<file path="src/rtl/dsp_pkg.sv">
// Shared definitions for the DSP48E2 wrapper operand stages: port field
// widths, the packed operand layout and the skid buffer state encoding.
package dsp_pkg;

  localparam int DSP_A_W      = 30;
  localparam int DSP_B_W      = 18;
  localparam int DSP_C_W      = 48;
  localparam int DSP_AB_SPLIT = 18;

  typedef struct packed {
    logic [DSP_A_W-1:0] a;
    logic [DSP_B_W-1:0] b;
    logic [DSP_C_W-1:0] c;
  } dsp_operand_t;

  typedef enum logic [1:0] {
    EMPTY = 2'd0,
    ONE   = 2'd1,
    FULL  = 2'd2
  } skid_state_t;

endpackage

</file>
<file path="src/rtl/dsp_operand_pack.sv">
// Zero-extends a width-bit operand pair to 48 bits and splits b across the
// DSP A:B concatenation; a goes straight to C.
module dsp_operand_pack
  import dsp_pkg::*;
#(
  parameter int width = 48
) (
  input  logic [width-1:0] a,
  input  logic [width-1:0] b,
  output dsp_operand_t     operand
);

  logic [DSP_C_W-1:0] ext_b;

  // Unsigned casts zero-extend, which also covers width == 48 cleanly.
  assign ext_b     = DSP_C_W'(b);
  assign operand.a = ext_b[DSP_C_W-1:DSP_AB_SPLIT];
  assign operand.b = ext_b[DSP_AB_SPLIT-1:0];
  assign operand.c = DSP_C_W'(a);

endmodule

</file>
<file path="src/rtl/dsp_operand_skid.sv">
// Two-entry skid buffer feeding pre-split operands to the DSP wrappers.
// Handshake: a pair moves when valid & ready are both high at a rising edge.
module dsp_operand_skid
  import dsp_pkg::*;
#(
  parameter int width = 48
) (
  input  logic               clock,
  input  logic               reset,
  input  logic               in_valid,
  output logic               in_ready,
  input  logic [width-1:0]   a,
  input  logic [width-1:0]   b,
  output logic               out_valid,
  input  logic               out_ready,
  output logic [DSP_A_W-1:0] dsp_a,
  output logic [DSP_B_W-1:0] dsp_b,
  output logic [DSP_C_W-1:0] dsp_c
);

  if (width < 1 || width > 48) begin : g_bad_width
    $error("[dsp_operand_skid] width:%d configuration not supported", width);
  end

  dsp_operand_t packed_in;
  dsp_operand_t main_q;
  dsp_operand_t skid_q;
  skid_state_t  state;
  skid_state_t  next_state;
  logic         accept;
  logic         take;
  logic         load_main_in;
  logic         load_main_skid;
  logic         load_skid;

  dsp_operand_pack #(.width(width)) u_pack (
    .a       (a),
    .b       (b),
    .operand (packed_in)
  );

  assign out_valid = (state != EMPTY);
  assign accept    = in_valid & in_ready;
  assign take      = out_valid & out_ready;

  always_comb begin
    next_state     = state;
    load_main_in   = 1'b0;
    load_main_skid = 1'b0;
    load_skid      = 1'b0;
    case (state)
      EMPTY: begin
        if (accept) begin
          next_state   = ONE;
          load_main_in = 1'b1;
        end
      end
      ONE: begin
        if (accept && !take) begin
          next_state = FULL;
          load_skid  = 1'b1;
        end else if (accept && take) begin
          load_main_in = 1'b1;
        end else if (take) begin
          next_state = EMPTY;
        end
      end
      FULL: begin
        if (take) begin
          next_state     = ONE;
          load_main_skid = 1'b1;
        end
      end
      default: next_state = EMPTY;
    endcase
  end

  // in_ready looks only at next_state, so there is no combinational path
  // from either handshake input to it.
  always_ff @(posedge clock or posedge reset) begin
    if (reset) begin
      state    <= EMPTY;
      in_ready <= 1'b0;
    end else begin
      state    <= next_state;
      in_ready <= (next_state != FULL);
    end
  end

  always_ff @(posedge clock or posedge reset) begin
    if (reset) begin
      main_q <= '0;
      skid_q <= '0;
    end else begin
      if (load_main_in) begin
        main_q <= packed_in;
      end else if (load_main_skid) begin
        main_q <= skid_q;
      end
      if (load_skid) begin
        skid_q <= packed_in;
      end
    end
  end

  assign dsp_a = main_q.a;
  assign dsp_b = main_q.b;
  assign dsp_c = main_q.c;

endmodule

</file>
<file path="config.mk">
export PLATFORM = sky130hd
export DESIGN_NAME = dsp_operand_skid
export DESIGN_NICKNAME = d
export VERILOG_FILES = /design/src/rtl/dsp_pkg.sv /design/src/rtl/dsp_operand_pack.sv /design/src/rtl/dsp_operand_skid.sv
export SDC_FILE = /design/constraint.sdc
export NUM_CORES = 1
export LEC_CHECK = 0
export CAP_MARGIN = 40
export CORE_ASPECT_RATIO = 1.1
export CORE_MARGIN = 2
export CORE_UTILIZATION = 54
export DETAILED_ROUTE_END_ITERATION = 6
export PLACE_DENSITY = 0.91
export SYNTH_ARGS = -nofsm -noshare
export SYNTH_HDL_FRONTEND = slang
export SYNTH_SLANG_ARGS = --single-unit
export TNS_END_PERCENT = 30
</file>
<file path="constraint.sdc">
create_clock -name clock -period 16.35 [get_ports clock]
set_clock_uncertainty 0.1 [all_clocks]
set_input_delay 4.0875 -clock clock [delete_from_list [all_inputs] [get_ports clock]]
set_output_delay 4.0875 -clock clock [all_outputs]
set_load 0.05 [all_outputs]
</file>
==> metrics.md <==
| Metric | Value |
|---|---|
| Via count | 5677 |
| Delay-heaviest family, CP | buffers and inverters |
| CP max-delay cell | clkdlybuf4s50_1 |
| Wl on met1 | 8.32 mm |
| Postcts setup bufs | 0 |
| Avg Cell Area, Syn | 14.9 sq um |
| Seq cells post-synth | 195 |
| DRT Pass-1 Iters | 4 |
| Fin. Hold Viols | 0 |
| Antenna diodes | 0 |
| Gr usage total | 26.0% |
| Row count | between 40 and 50 |
| HPWL Detailed | 13.1 mm |
| Num CTS Buffers | 17 |
| Outcome | complete, no violations |
| Distinct cells, synth | 22 |
| Mapped Cells | 551 |
| Startpoint type of the worst setup path | input port |
| Mapped cell area | 8190 sq um |
| Setup TNS | 0 ns |
| Io pins | between 150 and 200 |
| Inst Count DP | 904 |
| Routability cong. | between 0.7 and 0.8 |
| Number of port buffers | 197 |
| CTS root buf | clkbuf_16 |
| CP Class | input port to register |
| Worst-Skew Late Latency | about 0.43 ns |
| Unrepaired setup endpoints after global routing | no |
| Hold buffer count at CTS | 0 |
| Crit-path max FO | 63 |
| Met2 wire length | 10.6 mm |
| Final instance area | 10900 sq um |
| Overflow after GRT | 0 |
| CTS resizes | 0 |
| Register area share after synthesis | 59.6% |
| # DRC | 0 |
| LEAKAGE | 4.41 nW |
| Area added between synthesis and finish | 33.3% |
| Initial Utilization | 54.9% |
| Max H-tree Level | 4 |
| Clock buffer depth | 2 |
| Die height | 133 um |
| Commonest non-fill, non-tap cell in the layout | clkdlybuf4s50_1 |
| CTS Sinks | 195 |
| WL/cell | approximately 22 um |
| Post-place instance area | 10400 sq um |
| Final Non-Filler Cells | 936 |
| VDD IR max | 142 uV |
| Share of layout cells above drive strength 1 | 19.7% |
| Final period util | 42.3% |
| CP cell instances | clkdlybuf4s50_1 > nand3b_4 > buf_12 > o211ai_4 > buf_16 > buf_4 > o21a_1 |
| Initial antenna violation count | 0 |
| Relative slew slack | 49.2% |
| Arrival time at the worst endpoint | around 7.2 ns |
| Antenna Nets Post-Route | 0 |
| Number of global-route vias before repair | 6054 |
| Die area | 16200 sq um |
| Finish-stage setup viols | 0 |
| Buf+Inv Stages, Crit Path | 4 |
| Total wire length | 20.4 mm |
| Reg2Reg Setup Slack | around 13 ns |
| Clk slew on worst S/H paths | around 0.070 ns |
| Syn nets | around 650 |
| Power Dens Cells | 219 nW/um^2 |
| Total power | 0.00240 W |
| FILL cells | 942 |
| Core footprint | 14900 sq um |
| Avg Vias per Cell | 6.07 |
| Crit. End Element | register |
| Fmax | between 0.1 and 0.15 GHz |
| Net count reported at finish | 827 |
| Uppermost routed layer | met4 |
| Pin count of the biggest net entering global routing | 102 |
| Initial DRC count | between 400 and 500 |
| Hold crit path type | register to register |
| Max-Cap Viols | 0 |
| WP data required | 16.61 ns |
| Max Slew Vio Count | 0 |
| YS warnings | 0 |
| Core Util, Final | 73.2% |
| First-pass GRT wire length | 32.9 mm |
| Fin crit period | 6.91 ns |
| Crit-path max cell delay | 0.58 ns |
| TritonCTS clock tree | done |
| Routed wl met3 | 1.22 mm |
| Die extent in x | 121 um |
| Slew @ Worst Pin | 0.762 ns |
| Most frequent cells in the layout | 197 x clkdlybuf4s50_1, 195 x dfrtp_1, 96 x o32a_1, 96 x o21a_1, 56 x mux2_2 |
registers in the layout, indices dropped and copies added (netlist names):
signal	flops
dsp_b	18
dsp_c	48
skid_q	96
state	2
dsp_a	30
in_ready	1
routing by layer:
| metal | GRT usage [%] | up-vias |
|---|---|---|
| li1 | - | 2495 |
| met1 | 33.7 | 2945 |
| met2 | 43.4 | 207 |
| met3 | 6.46 | 30 |
| met4 | 7.47 | 0 |
| met5 | 0 | - |
through the flow:
stage | setup slack, ns | hold slack [ns]
global route | 9.29 | 0.407
global placement | 8.50 | 0.374
finish | 9.44 | 0.392
CTS | 9.52 | 0.394
floorplan | 6.85 | 0.380
detailed placement | 9.07 | 0.379
worst paths after layout:
path | from | to | cells past startpoint
min in group asynchronous | reset | state[0]$_DFF_PP0_ | 2
setup reg to reg | state[1]$_DFF_PP0_ | dsp_c[38]$_DFFE_PP0P_ | 6
setup / recovery | in_valid | dsp_c[38]$_DFFE_PP0P_ | 7
hold reg to reg | dsp_c[30]$_DFFE_PP0P_ | dsp_c[30]$_DFFE_PP0P_ | 1
max in group asynchronous | reset | dsp_a[0]$_DFFE_PP0P_ | 5
hold / removal | dsp_c[30]$_DFFE_PP0P_ | dsp_c[30]$_DFFE_PP0P_ | 1
final cells by class:
| type | count | area (sq um) | share of cell area [%] |
|---|---|---|---|
| tap | 196 | 245 | 2.24 |
| clock inverter | 12 | 83.8 | 0.767 |
| timing repair buffer | 209 | 2190 | 20.1 |
| inverter | 2 | 12.5 | 0.115 |
| sequential | 195 | 4880 | 44.7 |
| multi-input combinational | 302 | 3050 | 28.0 |
| clock buffer | 20 | 457 | 4.18 |
synthesized netlist by cell type:
library cell  count  area share [%]
dfrtp_1         195              60
o21a_1           96             8.8
o32a_1           96              12
mux2_2           56             7.7
mux2_4           40             7.3
clkbuf_1         22             1.0
buf_2            21             1.3
buf_6             5            0.69
buf_4             4            0.37
inv_1             2           0.092
mux2i_1           2            0.24
or2_2             2            0.15
and3b_1           1            0.11
nand2_1           1           0.046
nand2_2           1           0.076
nand3b_1          1           0.092
nand3b_4          1            0.24
nand4bb_1         1            0.14
nor2_1            1           0.046
nor2b_1           1           0.076
o211ai_1          1           0.092
o211ai_2          1            0.15
kinds of logic (layout without fill, tap and decap cells):
kind of cell	count (synthesis)	in the layout	synth area share (%)
AOI/OAI and AO/OA	194	194	20.8
and+or+nand+nor	10	10	0.977
buffers and inverters	54	243	3.44
DFF	195	195	59.6
muxes	98	98	15.3
report_power, final:
part / internal, W / switching [W]
registers: 0.000718 / 0.000150
clock network: 0.000202 / 0.000178
logic: 0.000489 / 0.000659
total: 0.00141 / 0.000988
Note: power is estimated with default switching activity, not from simulation.
